--- src/rtl/johnson_led_if.sv ---
// Control and display signals between the LED sequencer and whatever drives it.
// The master side drives the debounced toggles and clear; the slave is the sequencer.
interface johnson_led_if #(
  parameter int unsigned WIDTH = 4
);
  logic             run_tog;
  logic             dir_tog;
  logic             clr;
  logic [WIDTH-1:0] led;
  logic             running;
  logic             dir;
  logic             step;

  modport master (
    output run_tog, dir_tog, clr,
    input  led, running, dir, step
  );

  modport slave (
    input  run_tog, dir_tog, clr,
    output led, running, dir, step
  );
endinterface

--- src/rtl/johnson_led.sv ---
// Johnson-ring LED sequencer stepping every TICK+1 clocks, with run/stop and
// direction controlled by level changes on two debounced toggle inputs.
//
//   state   | meaning
//   --------+-----------------------------------------------------------
//   ST_STOP | prescaler held at 0, led frozen, waiting for a run press
//   ST_RUN  | prescaler counting, led shifts on each terminal count
module johnson_led #(
  parameter int unsigned      WIDTH = 4,
  parameter int unsigned      CNT_W = 24,
  parameter logic [CNT_W-1:0] TICK  = 24'd12_499_999
) (
  input  logic        clk,
  input  logic        rst_n,
  johnson_led_if.slave bus
);

  typedef enum logic {
    ST_STOP = 1'b0,
    ST_RUN  = 1'b1
  } state_t;

  state_t           state_q;
  state_t           state_d;
  logic             run_d;
  logic             dir_d;
  logic             run_ev;
  logic             dir_ev;
  logic             tick;
  logic             shift;
  logic [CNT_W-1:0] cnt_q;
  logic [WIDTH-1:0] led_q;
  logic [WIDTH-1:0] led_nx;
  logic             dir_q;
  logic             step_q;

  assign run_ev = bus.run_tog ^ run_d;
  assign dir_ev = bus.dir_tog ^ dir_d;
  assign tick   = (state_q == ST_RUN) && (cnt_q == TICK);
  // A stop press or a clear on the terminal-count edge swallows that shift.
  assign shift  = tick && !bus.clr && !run_ev;
  assign led_nx = dir_q ? {~led_q[0], led_q[WIDTH-1:1]}
                        : {led_q[WIDTH-2:0], ~led_q[WIDTH-1]};

  always_ff @(posedge clk) begin
    if (rst_n) state_q <= ST_STOP;
    else       state_q <= state_d;
  end

  always_comb begin
    state_d = state_q;
    if (!bus.clr && run_ev) begin
      case (state_q)
        ST_STOP: state_d = ST_RUN;
        ST_RUN:  state_d = ST_STOP;
        default: state_d = ST_STOP;
      endcase
    end
  end

  always_comb begin
    bus.running = (state_q == ST_RUN);
    bus.led     = led_q;
    bus.dir     = dir_q;
    bus.step    = step_q;
  end

  always_ff @(posedge clk) begin
    if (rst_n) begin
      run_d  <= 1'b0;
      dir_d  <= 1'b0;
      dir_q  <= 1'b0;
      step_q <= 1'b0;
      cnt_q  <= '0;
      led_q  <= '0;
    end else begin
      run_d  <= bus.run_tog;
      dir_d  <= bus.dir_tog;
      dir_q  <= dir_q ^ dir_ev;
      step_q <= shift;

      if (bus.clr || state_q == ST_STOP || run_ev || tick) cnt_q <= '0;
      else                                                 cnt_q <= cnt_q + CNT_W'(1);

      if (bus.clr)    led_q <= '0;
      else if (shift) led_q <= led_nx;
    end
  end

endmodule

--- src/flat_wrapper.sv ---
// flat-port wrapper written by rule: the top's interface ports become plain ports
module johnson_led_flat 
#(
  parameter int unsigned      WIDTH = 4,
  parameter int unsigned      CNT_W = 24,
  parameter logic [CNT_W-1:0] TICK  = 24'd12_499_999
)
  (clk, rst_n, bus_run_tog, bus_dir_tog, bus_clr, bus_led, bus_running, bus_dir, bus_step);
  johnson_led_if #(.WIDTH(WIDTH)) bus_i ();
  input  logic clk;
  input  logic rst_n;
  input wire logic [$bits(bus_i.run_tog)-1:0] bus_run_tog;
  input wire logic [$bits(bus_i.dir_tog)-1:0] bus_dir_tog;
  input wire logic [$bits(bus_i.clr)-1:0] bus_clr;
  output wire logic [$bits(bus_i.led)-1:0] bus_led;
  output wire logic [$bits(bus_i.running)-1:0] bus_running;
  output wire logic [$bits(bus_i.dir)-1:0] bus_dir;
  output wire logic [$bits(bus_i.step)-1:0] bus_step;
  assign bus_i.run_tog = bus_run_tog;
  assign bus_i.dir_tog = bus_dir_tog;
  assign bus_i.clr = bus_clr;
  assign bus_led = bus_i.led;
  assign bus_running = bus_i.running;
  assign bus_dir = bus_i.dir;
  assign bus_step = bus_i.step;
  johnson_led #(.WIDTH(WIDTH), .CNT_W(CNT_W), .TICK(TICK)) u_core (.clk(clk), .rst_n(rst_n), .bus(bus_i));
endmodule
--- config.mk ---
export PLATFORM = sky130hd
export DESIGN_NAME = johnson_led_flat
export DESIGN_NICKNAME = d
export VERILOG_FILES = /design/src/rtl/johnson_led_if.sv /design/src/rtl/johnson_led.sv /design/src/flat_wrapper.sv
export SDC_FILE = /design/constraint.sdc
export NUM_CORES = 1
export LEC_CHECK = 0
export ABC_AREA = 1
export CAP_MARGIN = 5
export CORE_MARGIN = 1.5
export CORE_UTILIZATION = 65
export DETAILED_ROUTE_END_ITERATION = 7
export DONT_BUFFER_PORTS = 1
export GPL_ROUTABILITY_DRIVEN = 0
export GPL_TIMING_DRIVEN = 0
export PLACE_DENSITY_LB_ADDON = 0.12
export SLEW_MARGIN = 10
export SYNTH_ARGS = -nofsm -noshare
export SYNTH_HDL_FRONTEND = slang
export SYNTH_SLANG_ARGS = --single-unit
--- constraint.sdc ---
create_clock -name clk -period 2.6 [get_ports clk]
set_clock_uncertainty 0.15 [all_clocks]
set_input_delay 0.52 -clock clk [delete_from_list [all_inputs] [get_ports clk]]
set_output_delay 0.52 -clock clk [all_outputs]
set_load 0.05 [all_outputs]
Word level (Yosys, flattened, before mapping). Index checks and enable logic that the tools add are counted.

Register bits after elaboration: 33. Bits of input ports: 5. Output and inout port bits: 7. Logic and storage cells: 28.

Add/sub/neg operators: 1. Eq/ne operators: 1. Muxes and demuxes: 2. Bitwise gates (word level): 6. Reductions and logical operators: 11.

Operators with widths (number): adder 24 x 1 -> 24 bit, second input constant (1); equality test 24 bit, second input constant (1); logical AND 1 bit (4); 2-to-1 mux 4 bit (1); OR reduction 2 bit (2); logical OR 1 bit (3); NOT 1 bit (3); bitwise XOR 1 bit (3); logical NOT 1 bit (2); one-hot mux 1 bit (2 select lines) (1).

Longest topological paths before layout.
Depth in word-level cells: 5. Depth in mapped cells: 9. Gate-level depth less buffers: 9.

Worst setup path after synthesis. OpenSTA, ideal clock, no wires.

Path kind: register to register. Start: register u_core.state_q (netlist: u_core.bus.running). End: register u_core.cnt_q[15]. Library setup time: 0.066 ns. Arrival: 1.472 ns. Required time: 2.384 ns. Path slack: 0.912 ns. Stages on the path, launching flop included: 6. Path buffers: 1. Period minus slack after synthesis: 1.688 ns. Path through: dfxtp_1 > nand2_1 > nor3_1 > nand2_2 > buf_8 > a21oi_2.

Cells in the longest elaborated chain, start to end: 5. Elaborated cells on any way between the ends: 6. Those cells by class: bitwise (1); reduce/logical (5).

Ends and longest elaborated chain: start, declared (line johnson_led.sv:23) `state_t state_q;`; start signal, assigned (line johnson_led.sv:47) `else state_q <= state_d;`; NOT 1 bit (line johnson_led.sv:82) `if (bus.clr || state_q == ST_STOP || run_ev || tick) cnt_q <= '0;`; logical OR 1 bit (2 in series) (line johnson_led.sv:82); logical OR 1 bit (*) (line johnson_led.sv:82); OR reduction 2 bit (no source line) (*); end signal, assigned (line johnson_led.sv:83) `else cnt_q <= cnt_q + CNT_W'(1);`; end, declared (line johnson_led.sv:31) `logic [CNT_W-1:0] cnt_q;`.

Every way passes the cells marked *; elsewhere a longest branch is shown, timed or not. A chain may end at the register's enable or synchronous reset.

Worst setup path after layout.
Start: register u_core.state_q (netlist: u_core.bus.running). End: register u_core.cnt_q[23].

The elaborated chain is that of the path after synthesis.

==> impl_metrics.json <==
{
  "result_of_the_run": "finished clean",
  "ioPinCount": 12,
  "ctsHtreeMaxLevel": 2,
  "maximum_number_of_pins_on_one_net_before_global_route_repair": 11,
  "crit_fanout": 10,
  "cts_tree": "done",
  "grt_antenna_before_repair": 0,
  "rsz0062_at_grt": "false",
  "finalCriticalPeriod_ps": 1920,
  "worst-path-buf-inv": 1,
  "final.period_utilization_pct": 73.8,
  "synth_top_family_by_area": "simple AND/OR/NAND/NOR gates",
  "drc": 0,
  "dominantRegCellSynth": "dfxtp_1",
  "die_w_um": 55.1,
  "nFillCells": 211,
  "path_clk_slew_ps": 100,
  "die_h_um": 55.1,
  "synthesis.area_um2": 1760,
  "final.setup.tns_ps": 0,
  "switching_power_w": 0.000206,
  "timing.setup.critical_path_class": "reg -> reg",
  "synth_cell_type_count": 23,
  "synth.area.top_cells": "dfxtp_1 38%, nand2_1 15%, nor2_1 12%",
  "hold_viol_final": 0,
  "synth.top_cell.area_share_pct": 37.5,
  "achievable-frequency_ghz": 0.521,
  "proportion_of_layout_cells_with_a_drive_suffix_above_1_pct": 12.6,
  "synthTopCellsByCount": "69 x nand2_1, 57 x nor2_1, 33 x dfxtp_1, 31 x inv_1, 11 x nand3_1",
  "insertion_delay_ps": 340,
  "viasPerCell": 5.29,
  "routed_wire_length_per_instance_um": 11.7,
  "synthMostInstantiatedCell": "nand2_1",
  "share_seq_of_total_power_pct": 59.7,
  "synth_mux_area_share_pct": 0,
  "synth-adder-area-share_pct": 0.710,
  "p_int_w": 0.000677,
  "r2r_setup_slack_ps": 680,
  "max_stage_delay_ps": 680,
  "drt_iter0_markers": 46,
  "async_reset_ff_share_pct": 0,
  "synth-seq-area-share_pct": 37.5,
  "clock_power_share_pct": 37.6,
  "global_route_wire_length_before_repair_um": 5370,
  "cp_data_required_time_ps": 2730,
  "ir_drop_mv": 0.472,
  "route.vias.total": 1586,
  "initial_util_pct": 69.8,
  "average_footprint_of_a_synthesized_cell_um2": 6.72,
  "synth_largest_area_cell": "dfxtp_1",
  "final_net_count": 275,
  "port_buffers": 0,
  "diodes": 0,
  "worst-slew-pin-transition_ps": 667,
  "post-cts-setup-buffer-count": 0,
  "timing_max_transition_violations_final": 0,
  "synth_compound_area_share_pct": 6.82,
  "powerDensity_nw_per_um2": 472,
  "cts.hold.buffers_added": 0,
  "total_of_cells_resized_after_clock_tree_synthesis": 0,
  "critical_path.top_delay_family": "simple AND/OR/NAND/NOR gates",
  "wirelength_um": 3520,
  "cts_buffer_count": 5,
  "ys_ff_latch": 33,
  "grt_pass1_vias": 1271,
  "timing.critical_path.cells": "nand2_1 -> nor3_1 -> nand2_2 -> buf_8 -> a21oi_2",
  "p_leak_nw": 0.642,
  "slew_headroom_pct": 55.4,
  "yosysWarningCount": 0,
  "synth_fp_nets": 268,
  "report.final.setup_viol": 0,
  "drtPass1Iterations": 7,
  "setup.worst_path.end_class": "flip-flop",
  "die_area_um2": 3030,
  "design.core.area_um2": 2520,
  "grt.overflow.total": 0,
  "dp_hpwl_um": 2620,
  "synth_cells": 262,
  "crit_arrival_ps": 2050,
  "type_of_the_tightest_min_delay_check": "in -> reg",
  "post_synth_edffs": 0,
  "crit_slowest_cell": "dfxtp_1",
  "cts_num_sinks": 33,
  "synth_simple_gate_area_share_pct": 41.4,
  "core.rowCount": 18,
  "worstSetupStartpointType": "flip-flop",
  "fin_util_pct": 74.1,
  "comb_power_share_pct": 2.7,
  "maxCapViolCount": 0,
  "clock_tree.buffer_depth": 2,
  "switching_share_pct": 23.3,
  "antenna_violating_nets_post_route": 0,
  "groute.usage.overall_pct": 26.0,
  "areaGrowthSynthToFinish_pct": 6.11,
  "ctsRootBufferMaster": "clkbuf_4",
  "synth-xor-area-share_pct": 5.47
}
==> cell usage in the layout, fill, tap and decap left out, types with 2 or more instances in the layout <==
| master | count |
|---|---|
| a21oi_1 | 6 |
| a21oi_2 | 8 |
| and2_1 | 2 |
| clkbuf_4 | 5 |
| clkbuf_8 | 2 |
| dfxtp_1 | 33 |
| inv_1 | 31 |
| nand2_1 | 69 |
| nand2_2 | 5 |
| nand3_1 | 11 |
| nand3b_1 | 3 |
| nand4_1 | 5 |
| nor2_1 | 57 |
| nor2_2 | 7 |
| nor3_1 | 2 |
| o21ai_0 | 4 |
| or2_2 | 2 |
| xnor2_1 | 6 |
| xor2_1 | 5 |
==> metrics by stage <==
| stage | setup slack (ps) | total power, W | instances | hold slack (ps) | cell area (µm²) |
|---|---|---|---|---|---|
| after floorplan | 912 | 0.000557 | 262 | 267 | 1760 |
| after global placement | 719 | 0.000561 | 292 | 283 | 1800 |
| after detailed placement | 707 | 0.000562 | 292 | 301 | 1800 |
| after CTS | 673 | 0.000886 | 300 | 78.9 | 1870 |
| after global routing | 592 | 0.000907 | 300 | 74.5 | 1870 |
| final | 682 | 0.000882 | 300 | 81.4 | 1870 |
==> layout make-up <==
type	count	area, µm²	share of cell area [%]
sequential	33	661	35.3
clock buffer	7	65.1	3.48
clock inverter	1	5.00	0.268
tap	30	37.5	2.01
buffer	2	26.3	1.41
inverter	31	116	6.22
multi-input combinational	196	958	51.3
==> final timing paths <==
kind | startpoint | to | cells past startpoint
worst max-delay path | u_core.bus.running$_SDFFE_PP0P_ | u_core.cnt_q[23]$_SDFF_PP0_ | 5
worst min-delay path | rst_n | u_core.bus.running$_SDFFE_PP0P_ | 1
worst max register to register | u_core.bus.running$_SDFFE_PP0P_ | u_core.cnt_q[23]$_SDFF_PP0_ | 5
worst min register to register | u_core.cnt_q[22]$_SDFF_PP0_ | u_core.cnt_q[22]$_SDFF_PP0_ | 2
==> flip-flops by register name, summed over array words and instances, names as in the netlist <==
register and count:
u_core.cnt_q 24, u_core.bus.led 4, u_core.bus.dir 1, u_core.bus.running 1
u_core.bus.step 1, u_core.dir_d 1, u_core.run_d 1
==> power by group through the flow <==
stage / logic [W] / clock network, W / registers (W)
after global routing: 0.0000280 / 0.000352 / 0.000528
final: 0.0000239 / 0.000332 / 0.000527
after global placement: 0.0000233 / 0 / 0.000538
after CTS: 0.0000241 / 0.000336 / 0.000527
after detailed placement: 0.0000237 / 0 / 0.000538
after floorplan: 0.0000201 / 0 / 0.000537
==> cell families after synthesis <==
| kind of cell | Yosys count |
|---|---|
| simple gates | 166 |
| buf+inv | 33 |
| flops | 33 |
| compound gates | 18 |
| xor+xnor | 11 |
| fa+ha+maj | 1 |
==> routing by layer <==
layer,up-vias,global-route usage [%],share of wire [%]
met5,-,0,0
met3,7,8.33,6.7
li1,824,-,-
met4,0,9.35,1.8
met2,41,43.3,46
met1,714,31.3,46
Power figures use the tool's default switching activity.
